[config.mk]
export PLATFORM = sky130hd
export DESIGN_NAME = row_issue_sequencer
export DESIGN_NICKNAME = d
export VERILOG_FILES = /design/src/rtl/row_issue_sequencer.sv
export SDC_FILE = /design/constraint.sdc
export NUM_CORES = 1
export LEC_CHECK = 0
export BUFFER_PORTS_ARGS = -buffer_cell sky130_fd_sc_hd__buf_2
export CAP_MARGIN = 10
export CORE_AREA = 10 10 176 178
export CTS_BUF_LIST = sky130_fd_sc_hd__clkbuf_4
export CTS_CLUSTER_SIZE = 30
export DETAILED_ROUTE_END_ITERATION = 6
export DIE_AREA = 0 0 186 188
export SYNTH_ARGS = -nofsm -noshare
export SYNTH_HDL_FRONTEND = slang
export SYNTH_SLANG_ARGS = --single-unit
[constraint.sdc]
create_clock -name clk -period 2.1 [get_ports clk]
set_input_delay 0.42 -clock clk [delete_from_list [all_inputs] [get_ports clk]]
set_output_delay 0.42 -clock clk [all_outputs]
set_load 0.1 [all_outputs]
[src/rtl/row_issue_sequencer.sv]
// row_issue_sequencer: streams NUM_ROWS matrix rows from a row memory into a
// row-by-vector dot-product unit and collects one result per row, tagged with
// its row index. A PIPE_LAT-deep valid shift register tracks rows in flight.
// Optional feature macro: SEQ_STALL_EN (stall input holds row issue when defined;
// when undefined the stall port is present but ignored).
module row_issue_sequencer #(
  parameter int unsigned NUM_ROWS = 8,
  parameter int unsigned PIPE_LAT = 12,
  parameter int unsigned ADDR_W   = 8
) (
  input  logic              clk,
  input  logic              rst,
  input  logic              start,
  input  logic [95:0]       p_vec,
  input  logic              stall,
  output logic              mem_rd_en,
  output logic [ADDR_W-1:0] mem_addr,
  input  logic [95:0]       mem_rdata,
  output logic [95:0]       a_out,
  output logic [95:0]       p_out,
  input  logic [31:0]       result_in,
  output logic              res_valid,
  output logic [ADDR_W-1:0] res_index,
  output logic [31:0]       res_data,
  output logic              busy,
  output logic              done
);

  typedef enum logic [1:0] {IDLE, ISSUE, DRAIN, DONE} state_t;

  localparam logic [ADDR_W-1:0] LAST_ROW = ADDR_W'(NUM_ROWS - 1);

  state_t              state, state_nxt;
  logic [ADDR_W-1:0]   addr;
  logic [ADDR_W-1:0]   res_cnt;
  logic                issue;
  logic                issue_d;
  logic [PIPE_LAT-1:0] vld_sr;
  logic                hold;

`ifdef SEQ_STALL_EN
  assign hold = stall;
`else
  logic unused_stall;
  assign unused_stall = stall;
  assign hold         = 1'b0;
`endif

  // State register
  always_ff @(posedge clk) begin
    if (rst) state <= IDLE;
    else     state <= state_nxt;
  end

  // Next-state logic and row-issue strobe
  always_comb begin
    state_nxt = state;
    issue     = 1'b0;
    case (state)
      IDLE:  if (start) state_nxt = ISSUE;
      ISSUE: begin
        issue = !hold;
        if (!hold && addr == LAST_ROW) state_nxt = DRAIN;
      end
      DRAIN: if (res_valid && res_cnt == LAST_ROW) state_nxt = DONE;
      DONE:  state_nxt = IDLE;
      default: state_nxt = IDLE;
    endcase
  end

  // Datapath: vector capture, row address, row register, in-flight tracking, result count
  always_ff @(posedge clk) begin
    if (rst) begin
      addr    <= '0;
      res_cnt <= '0;
      issue_d <= 1'b0;
      vld_sr  <= '0;
      a_out   <= '0;
      p_out   <= '0;
    end else begin
      if (state == IDLE && start) begin
        p_out   <= p_vec;
        addr    <= '0;
        res_cnt <= '0;
      end else begin
        if (issue)     addr    <= addr + 1'b1;
        if (res_valid) res_cnt <= res_cnt + 1'b1;
      end
      // Row data arrives the cycle after the read; the valid bit enters the
      // shift register on the same edge that loads a_out.
      issue_d <= issue;
      if (issue_d) a_out <= mem_rdata;
      vld_sr    <= vld_sr << 1;
      vld_sr[0] <= issue_d;
    end
  end

  assign mem_rd_en = issue;
  assign mem_addr  = addr;
  assign res_valid = vld_sr[PIPE_LAT-1];
  assign res_index = res_cnt;
  assign res_data  = res_valid ? result_in : '0;
  assign busy      = (state != IDLE);
  assign done      = (state == DONE);

endmodule

==> results of run 1 <==
## sequential cells by signal, summed over array words and instances (netlist names)
signal,cells
p_out,96
state,2
res_index,8
a_out,96
vld_sr,12
mem_addr,8
issue_d,1
## cell type report
class                      instances  area (sq um)  share of cell area, %
clock inverter                    10         43.79                 0.3133
clock buffer                      88         660.6                  4.726
antenna                            7         17.52                 0.1253
tap                              346         432.9                  3.097
timing repair buffer             677          4928                  35.26
multi-input combinational        595          3392                  24.27
inverter                           5         18.77                 0.1343
sequential                       223          4484                  32.08
## metrics by stage
step                      total power [mW]  cell area (sq um)  setup slack [ns]  hold WS, ns  TNS (ns)
after floorplan                      11.16               8094          -0.09491       0.4137   -0.8542
after global placement               12.50              11210            0.3595       0.4163         0
after detailed placement             12.56              11210            0.3154       0.4220         0
after CTS                            16.68              13950           0.01372      0.03543         0
after global routing                 17.33              13980         0.0001524      0.06098         0
final                                16.54              13980            0.1109       0.1151         0
## where the power goes
part | internal (mW) | switching [mW] | total (mW) | leakage, nW
combinational | 1.65 | 6.06 | 7.71 | 4.26
clock | 1.89 | 1.74 | 3.63 | 0.424
sequential | 4.84 | 0.351 | 5.20 | 1.82
total | 8.38 | 8.16 | 16.5 | 6.51
## placed cells by master (no fill, tap or decap), types with 13 or more instances in the layout
cell type and count:
mux2i_1 98, nor2_1 109, dfxtp_1 215, nand2_1 196, clkbuf_4 89, and2_4 21
buf_12 34, buf_2 431, a21oi_1 101, nor2b_1 13, dlygate4sd3_1 192, buf_4 15
## timing repair
item	in CTS	in global routing
cloned	0	0
hold endpoints to repair	192	0
buffers inserted	3	0
gates resized for setup	24	4
endpoints found under the setup margin	37	4
hold buffers	192	0
## metal layers
layer / GRT usage (%) / share of wire, %
met1: 17.65 / 37
met2: 30.95 / 49
met3: 7.365 / 10
met4: 8.654 / 3.5
met5: 0 / 0.033
## cells by family (layout without fill, tap and decap cells)
group | after synthesis | in the layout
mux | 98 | 98
fa+ha+maj | 6 | 6
simple gates | 372 | 372
other cells | 0 | 7
flops | 223 | 223
xor+xnor | 10 | 10
buf+inv | 67 | 780
compound gates | 109 | 109
## final timing paths
| check | from | endpoint | slack [ns] | depth (start not counted) |
|---|---|---|---|---|
| min reg2reg | vld_sr[0] | vld_sr[1] | 0.43 | 1 |
| max | res_index[3] | res_index[3] | 0.11 | 1 |
| min | p_vec[51] | p_out[51] | 0.12 | 3 |
| max reg2reg | mem_addr[1] | state[0] | 0.31 | 5 |
==> flow_summary_export.csv, run 1 <==
group,metric,value,unit
status,status,"finished, final reports clean",
cts,cts.sinks,223,
synthesis,synth_top_family_by_area,"simple AND/OR/NAND/NOR gates",
detailed_routing,drt_iter0_drc,233,
synthesis,synthXorXnorAreaFrac,1.093,%
synthesis,synth_area_leaders,"dfxtp_1 56%, mux2i_1 12%, nand2_1 9.2%, a21oi_1 6.3%, nor2_1 5.1%",
synthesis,synth-adder-area-share,0.9368,%
worst_hold_path,hold_class,"in2reg",
cts,root_buffer,"clkbuf_4",
global_routing,grt_max_degree,86,
timing,worst_pin_slew,0.6212,ns
floorplanning,die_area,34970,sq um
floorplanning,die_y,188,microns
floorplanning,ios,472,
worst_setup_path,cp.arrival,1.57,ns
synthesis,syn_area_per_cell,9.055,sq um
global_routing,grtUsageTotal,17.70,%
synthesis,yosysWarnings,0,
timing,max_slew_margin,58.59,%
layout,fill_cells,2462,
synthesis,synth-compound-area-share,7.291,%
worst_setup_path,critPathKind,"reg2out",
layout,area_delta_synth_final,74.43,%
layout,drive_gt1_share,39.17,%
layout,instances_no_fill,1951,
global_routing,grt_overflow,0,
synthesis,yosysMostFrequentCell,"dfxtp_1",
synthesis,ys_async_sr_fraction,0,%
detailed_routing,vias,8767,
floorplanning,row_count,61,
cts,cts_tree,"built",
detailed_routing,postRouteAntennaNets,0,
placed_design,placedCellCount,1651,
worst_setup_path,crit_buf_inv,1,
timing,drv_slew,0,
synthesis,synth-seq-area-share,55.71,%
cts,clk_latency,0.65,ns
synthesis,yosys.area_share.simple,19.52,%
global_routing,antenna_found_initial,8,
worst_setup_path,start_kind,"flip-flop",
layout,fin_util,50.87,%
detailed_routing,vias_per_cell,4.494,
power_and_ir_drop,p_per_area,1183,nW/um^2
worst_setup_path,worstPathRequired,1.68,ns
synthesis,synth_edf_count,0,
worst_setup_path,path_cells,"buf_2",
placed_design,gp_congestion,0.8151,
floorplanning,initial_core_util,29.17,%
cts,cts_htree_levels,2,
placed_design,dp_hpwl,22400,microns
power_and_ir_drop,power_leakage,6.506,nW
layout,final_net_count,1795,
synthesis,synth_top_area_cell,"dfxtp_1",
synthesis,synth.top_cell.area_share,55.71,%
power_and_ir_drop,vdd_drop_max,0.0007638,V
placed_design,port_buffers,470,
detailed_routing,drc,0,
floorplanning,die_w,186,microns
floorplanning,core-area,27480,sq um
timing,hold_viol_final,0,
global_routing,first_global_vias,9192,
worst_setup_path,crit_slowest_cell,"buf_2",
synthesis,synth_cells,885,
synthesis,synth-seq-cells,223,
global_routing,grt_pass1_wl,50130,microns
synthesis,ys.flop_type,"dfxtp_1",
timing,rsz0062_at_grt,"false",
synthesis,synth_common_cells,"223 x dfxtp_1, 197 x nand2_1, 109 x nor2_1",
detailed_routing,routed_wl,32920,microns
cts,path_clk_slew,0.07,ns
flow_run,cap_violations,0,
cts,cts_buffer_depth,3,
synthesis,netlist_area,8014,sq um
synthesis,ys_types,26,
detailed_routing,routedWlPerCell,16.87,microns
cts,cts_buffers,59,
synthesis,synthMuxAreaShare,12.24,%
timing,finClkSkew,0.03353,ns
timing,fmax,0.5028,GHz
worst_setup_path,cpPeakStageDelay,0.48,ns
timing,finalSetupViolCount,0,
worst_setup_path,crit_path_max_fanout,6,
detailed_routing,drt-pass1-iter-count,4,
timing,period_minus_slack,1.989,ns
timing,period_share,94.72,%
worst_setup_path,cp-end-kind,"primary output",
synthesis,syn_nets,1119,
worst_setup_path,critical_path.top_delay_family,"buffers and inverters",
No activity file was read; power rests on OpenSTA's default activity.
==> run 2, diff against run 1 <==
Settings changed: GPL_TIMING_DRIVEN from default to 0.
==> run 2 against run 1 <==
The run now ends with setup timing left. First-iteration DRC count up 16%. Critical path depth grew 3. Clock power grew 4%. Sequential power decreased by 0.8%. Final area is 1.9% higher. Combinational power up 0.8%. Clock skew grew 0.0099 ns. Register-to-register slack worse by 0.13 ns. Total power is 0.89% higher. Count of clock-buffer cells in the layout increased by 3. Worst hold slack improved by 0.13 ns. Largest power group unchanged. Highest routed layer is now met4.
==> flow_summary_export.csv, run 2 (synthesis results as in run 1) <==
group,metric,value,unit
layout,drive_gt1_share,38.27,%
layout,layout_common_cells,"437 x buf_2, 216 x dfxtp_1, 197 x nand2_1",
detailed_routing,postRouteAntennaNets,0,
layout,fin_util,51.84,%
timing,period_minus_slack,2.106,ns
detailed_routing,drt_iter0_drc,271,
worst_setup_path,start_kind,"flip-flop",
worst_setup_path,cp-end-kind,"primary output",
worst_setup_path,worstPathRequired,1.68,ns
worst_setup_path,cp.arrival,1.69,ns
detailed_routing,drc,0,
power_and_ir_drop,switchingPower,8.279,mW
worst_hold_path,hold_class,"in2reg",
power_and_ir_drop,p_int,8.404,mW
floorplanning,die_area,34970,sq um
global_routing,first_global_vias,9688,
global_routing,grt_max_degree,16,
timing,hold_viol_final,0,
global_routing,use_met1,18.90,%
power_and_ir_drop,power_leakage,6.616,nW
floorplanning,die_y,188,microns
layout,instances_no_fill,2006,
power_and_ir_drop,vdd_drop_max,0.0007138,V
cts,cts_buffers,60,
detailed_routing,vias,9026,
cts,cts_tree,"built",
placed_design,placedCellCount,1700,
placed_design,dp_hpwl,25080,microns
global_routing,grt_pass1_wl,53510,microns
layout,final_cell_area,14240,sq um
layout,layout_commonest_cell,"buf_2",
floorplanning,row_count,61,
floorplanning,ios,472,
worst_setup_path,critPathKind,"reg2out",
worst_setup_path,crit_path_max_fanout,5,
global_routing,use_met3,8.100,%
cts,clk_latency,0.68,ns
timing,finalSetupViolCount,1,
detailed_routing,drt-pass1-iter-count,5,
cts,path_clk_slew,0.06,ns
placed_design,port_buffers,469,
cts,root_buffer,"clkbuf_4",
detailed_routing,routedWlPerCell,17.78,microns
status,status,"complete, but fails checks",
timing,worst_slack,-0.006258,ns
detailed_routing,routed_wl,35670,microns
floorplanning,core-area,27480,sq um
layout,largestRegisters,"a_out x96, p_out x96, vld_sr x12",
global_routing,top_usage_layer,"met2",
placed_design,gp_congestion,0.8722,
global_routing,grt_overflow,0,
power_and_ir_drop,p_seq_share,30.9,%
floorplanning,initial_core_util,29.17,%
timing,max_slew_margin,47.72,%
timing,worst_pin_slew,0.7842,ns
timing,period_share,100.3,%
global_routing,grtUsageTotal,19.23,%
cts,cts.sinks,223,
global_routing,grt_use_met2,33.82,%
flow_run,cap_violations,0,
layout,final_net_count,1847,
power_and_ir_drop,p_comb_share,46.6,%
timing,rsz0062_at_grt,"true",
power_and_ir_drop,finalPower,16.68,mW
power_and_ir_drop,p_per_area,1171,nW/um^2
floorplanning,die_w,186,microns
status,violations,"setup timing",
timing,fmax,0.4748,GHz
global_routing,antenna_found_initial,6,
timing,finClkSkew,0.04342,ns
detailed_routing,vias_per_cell,4.500,
power_and_ir_drop,clkPwrFrac,22.5,%
timing,drv_slew,0,
placed_design,dpl_cell_area,10870,sq um
power_and_ir_drop,switching_share,49.63,%
cts,cts_buffer_depth,3,
layout,area_delta_synth_final,77.75,%
cts,cts_htree_levels,2,
[run 2: repair_timing]
action / CTS / global route
setup endpoints to repair: 87 / 79
gates resized for setup: 165 / 18
hold buffers: 192 / 0
endpoints found under the hold margin: 192 / 0
buffers inserted: 2 / 0
cloned: 4 / 0
pin swaps: 1 / 3
[run 2: final timing paths]
check,slack [ns],depth (start not counted),end,startpoint
worst max-delay path,-0.006,4,res_data[22],vld_sr[11]
worst min-delay path,0.25,4,state[1],start
worst max register to register,0.18,6,mem_addr[7],state[1]
worst min register to register,0.43,1,vld_sr[4],vld_sr[3]
[run 2: area by class of cell]
cell class,instances,area [sq um]
clock buffers,91,683.2
inverters,5,18.77
plain buffers,61,332.8
fillers,2442,13230
clock inverters,12,50.05
diodes,6,15.01
well taps,346,432.9
repair buffers,667,4846
flip-flops and latches,223,4481
multi-input cells,595,3386
[run 2: critical path, stage by stage (launching register included)]
cell,delay [ns]
dfxtp_4,0.37
clkbuf_16,0.16
clkbuf_16,0.14
and2_4,0.17
buf_12,0.17
[run 2: routing by layer]
metal | up-vias | wire [microns] | share of wire [%]
met5 | - | 0 | 0
met4 | 0 | 1462 | 4.1
met3 | 101 | 3784 | 11
met2 | 461 | 17640 | 49
met1 | 4084 | 12780 | 36
li1 | 4380 | - | -
[run 2: power groups by stage]
stage	clock network, mW	logic [mW]	registers, mW
detailed placement	0	7.37	5.22
global route	4.14	8.16	5.22
floorplan	0	1.81	9.35
finish	3.76	7.77	5.16
global placement	0	7.33	5.20
CTS	3.89	7.76	5.14
[run 2: through the flow]
step | TNS (ns) | hold slack, ns | setup WS [ns]
2_1_floorplan | -0.8542 | 0.4137 | -0.09491
3_3_place_gp | -19.00 | 0.4216 | -0.2788
3_5_place_dp | -20.25 | 0.4285 | -0.3145
4_1_cts | -1.301 | 0.1891 | -0.07873
5_1_grt | -1.833 | 0.2289 | -0.08731
6_report | -0.006258 | 0.2482 | -0.006258
==> run 3, diff against run 2 <==
Settings changed: CORE_AREA 10 10 176 178 to 10 10 175 177, CTS_BUF_LIST sky130_fd_sc_hd__clkbuf_4 to default, DIE_AREA 0 0 186 188 to 0 0 185 187.
==> run 3 against run 2 <==
The run now ends clean. Worst setup slack gained 0.064 ns. Wire length is 11% lower. Via count is 14% lower. Clock power up 24%. Die area shrank 1.1%. Fmax increased by 3.2%. Total power grew 3.1%. Critical path depth is 1 lower. Global-route usage fell by 2.1 points. Register-to-register slack improved by 0.02 ns. Flip-flop and latch count did not move. Count of clock-buffer cells in the layout shrank 55. Critical endpoint is now res_data[16]. Largest cell class is now sequential cells. Highest routed layer unchanged.
==> flow_summary_export.csv, run 3 (synthesis results as in run 1) <==
group,metric,value,unit
cts,cts.sinks,223,
worst_setup_path,start_kind,"flip-flop",
detailed_routing,drt-pass1-iter-count,4,
timing,fmax,0.4898,GHz
worst_setup_path,critPathKind,"reg2out",
timing,finClkSkew,0.01799,ns
power_and_ir_drop,power_leakage,5.684,nW
floorplanning,core-area,27320,sq um
worst_hold_path,hold_class,"in2reg",
global_routing,grtUsageTotal,17.10,%
worst_setup_path,crit_slowest_cell,"dfxtp_4",
timing,period_share,97.23,%
placed_design,gp_congestion,0.9122,
placed_design,dp_hpwl,25320,microns
detailed_routing,routedWlPerCell,18.13,microns
placed_design,placedCellCount,1700,
layout,area_delta_synth_final,49.77,%
detailed_routing,vias_per_cell,4.449,
layout,instances_no_fill,1747,
timing,worst_pin_slew,0.7611,ns
placed_design,port_buffers,469,
worst_setup_path,crit_buf_inv,2,
worst_setup_path,path_cells,"clkbuf_4 > and2_4 > buf_6",
detailed_routing,drc,0,
floorplanning,die_w,185,microns
cts,clk_latency,0.53,ns
layout,largestRegisters,"a_out x96, p_out x96, vld_sr x12",
cts,root_buffer,"clkbuf_16",
timing,drv_slew,0,
floorplanning,row_count,61,
cts,path_clk_slew,0.06,ns
global_routing,grt_max_degree,14,
global_routing,first_global_vias,8057,
layout,drive_gt1_share,41.03,%
power_and_ir_drop,vdd_drop_max,0.0008869,V
timing,finalSetupViolCount,0,
global_routing,antenna_found_initial,3,
worst_setup_path,cpPeakStageDelay,0.43,ns
layout,final_cell_area,12000,sq um
layout,layout_commonest_cell,"buf_2",
floorplanning,initial_core_util,29.33,%
cts,cts_htree_levels,1,
flow_run,cap_violations,0,
status,status,"finished, final reports clean",
cts,cts_buffer_depth,3,
cts,cts_buffers,26,
floorplanning,die_area,34600,sq um
floorplanning,ios,472,
floorplanning,die_y,187,microns
worst_setup_path,worstPathRequired,1.68,ns
cts,holdBufCountCts,0,
placed_design,dpl_cell_area,10870,sq um
detailed_routing,drt_iter0_drc,225,
placed_design,pre_cts_slack,-0.3907,ns
worst_setup_path,cp.arrival,1.62,ns
timing,fin_tns_setup,0,ns
detailed_routing,vias,7773,
timing,hold_ws,0.1215,ns
worst_setup_path,cp-end-kind,"primary output",
global_routing,grt_overflow,0,
cts,cts_tree,"built",
global_routing,grt_pass1_wl,46860,microns
detailed_routing,routed_wl,31670,microns
worst_setup_path,crit_path_max_fanout,12,
detailed_routing,postRouteAntennaNets,0,
layout,final_net_count,1613,
timing,period_minus_slack,2.042,ns
timing,worst_slack,0.05817,ns
layout,layout_common_cells,"449 x buf_2, 218 x dfxtp_1, 196 x nand2_1",
timing,max_slew_margin,49.26,%
power_and_ir_drop,p_per_area,1432,nW/um^2
timing,hold_viol_final,0,
worst_setup_path,critical_path.top_delay_family,"buffers and inverters",
==> run 3: path summary, 6_finish.rpt <==
kind / cells past startpoint / endpoint / slack, ns / from
worst max-delay path: 3 / res_data[16] / 0.06 / vld_sr[11]
worst min-delay path: 3 / a_out[83] / 0.12 / mem_rdata[83]
worst max register to register: 6 / mem_addr[7] / 0.20 / state[1]
worst min register to register: 1 / vld_sr[11] / 0.43 / vld_sr[10]
==> run 3: metal layers <==
layer | share of wire [%] | global-route usage, % | vias up | wire [microns]
met5 | 0 | 0 | - | 0
met4 | 2.6 | 5.066 | 0 | 830
met3 | 11 | 6.585 | 45 | 3334
met2 | 49 | 30.87 | 332 | 15630
met1 | 37 | 17.77 | 3527 | 11870
li1 | - | - | 3869 | -
==> run 3: tightest hold or removal path: stages <==
cell,delay [ns]
buf_2,0.07
mux2i_1,0.05
nor2_1,0.07
==> run 3: area by class of cell <==
| type | count | area (sq um) |
|---|---|---|
| Antenna cell | 2 | 5.005 |
| Buffer | 59 | 254.0 |
| Clock buffer | 36 | 738.2 |
| Clock inverter | 12 | 158.9 |
| Fill cell | 2715 | 15320 |
| Inverter | 5 | 18.77 |
| Multi-Input combinational cell | 595 | 3367 |
| Sequential cell | 223 | 4478 |
| Tap cell | 346 | 432.9 |
| Timing Repair Buffer | 469 | 2550 |
==> run 3: stage by stage <==
step	utilization (%)	total power, mW
CTS	43.56	17.37
global route	43.93	17.95
finish	43.93	17.19
floorplan	-	11.16
global placement	39.80	12.54
detailed placement	39.80	12.60
==> run 3: repair_timing <==
item                       CTS  global route
setup buffers                0             0
resized for setup           57            29
gates cloned                 0             0
setup endpoints to repair   83            74
==> run 3: where the power goes <==
part | switching (mW) | internal, mW
clock network | 1.82 | 2.84
logic | 6.05 | 1.35
registers | 0.297 | 4.84
total | 8.17 | 9.03
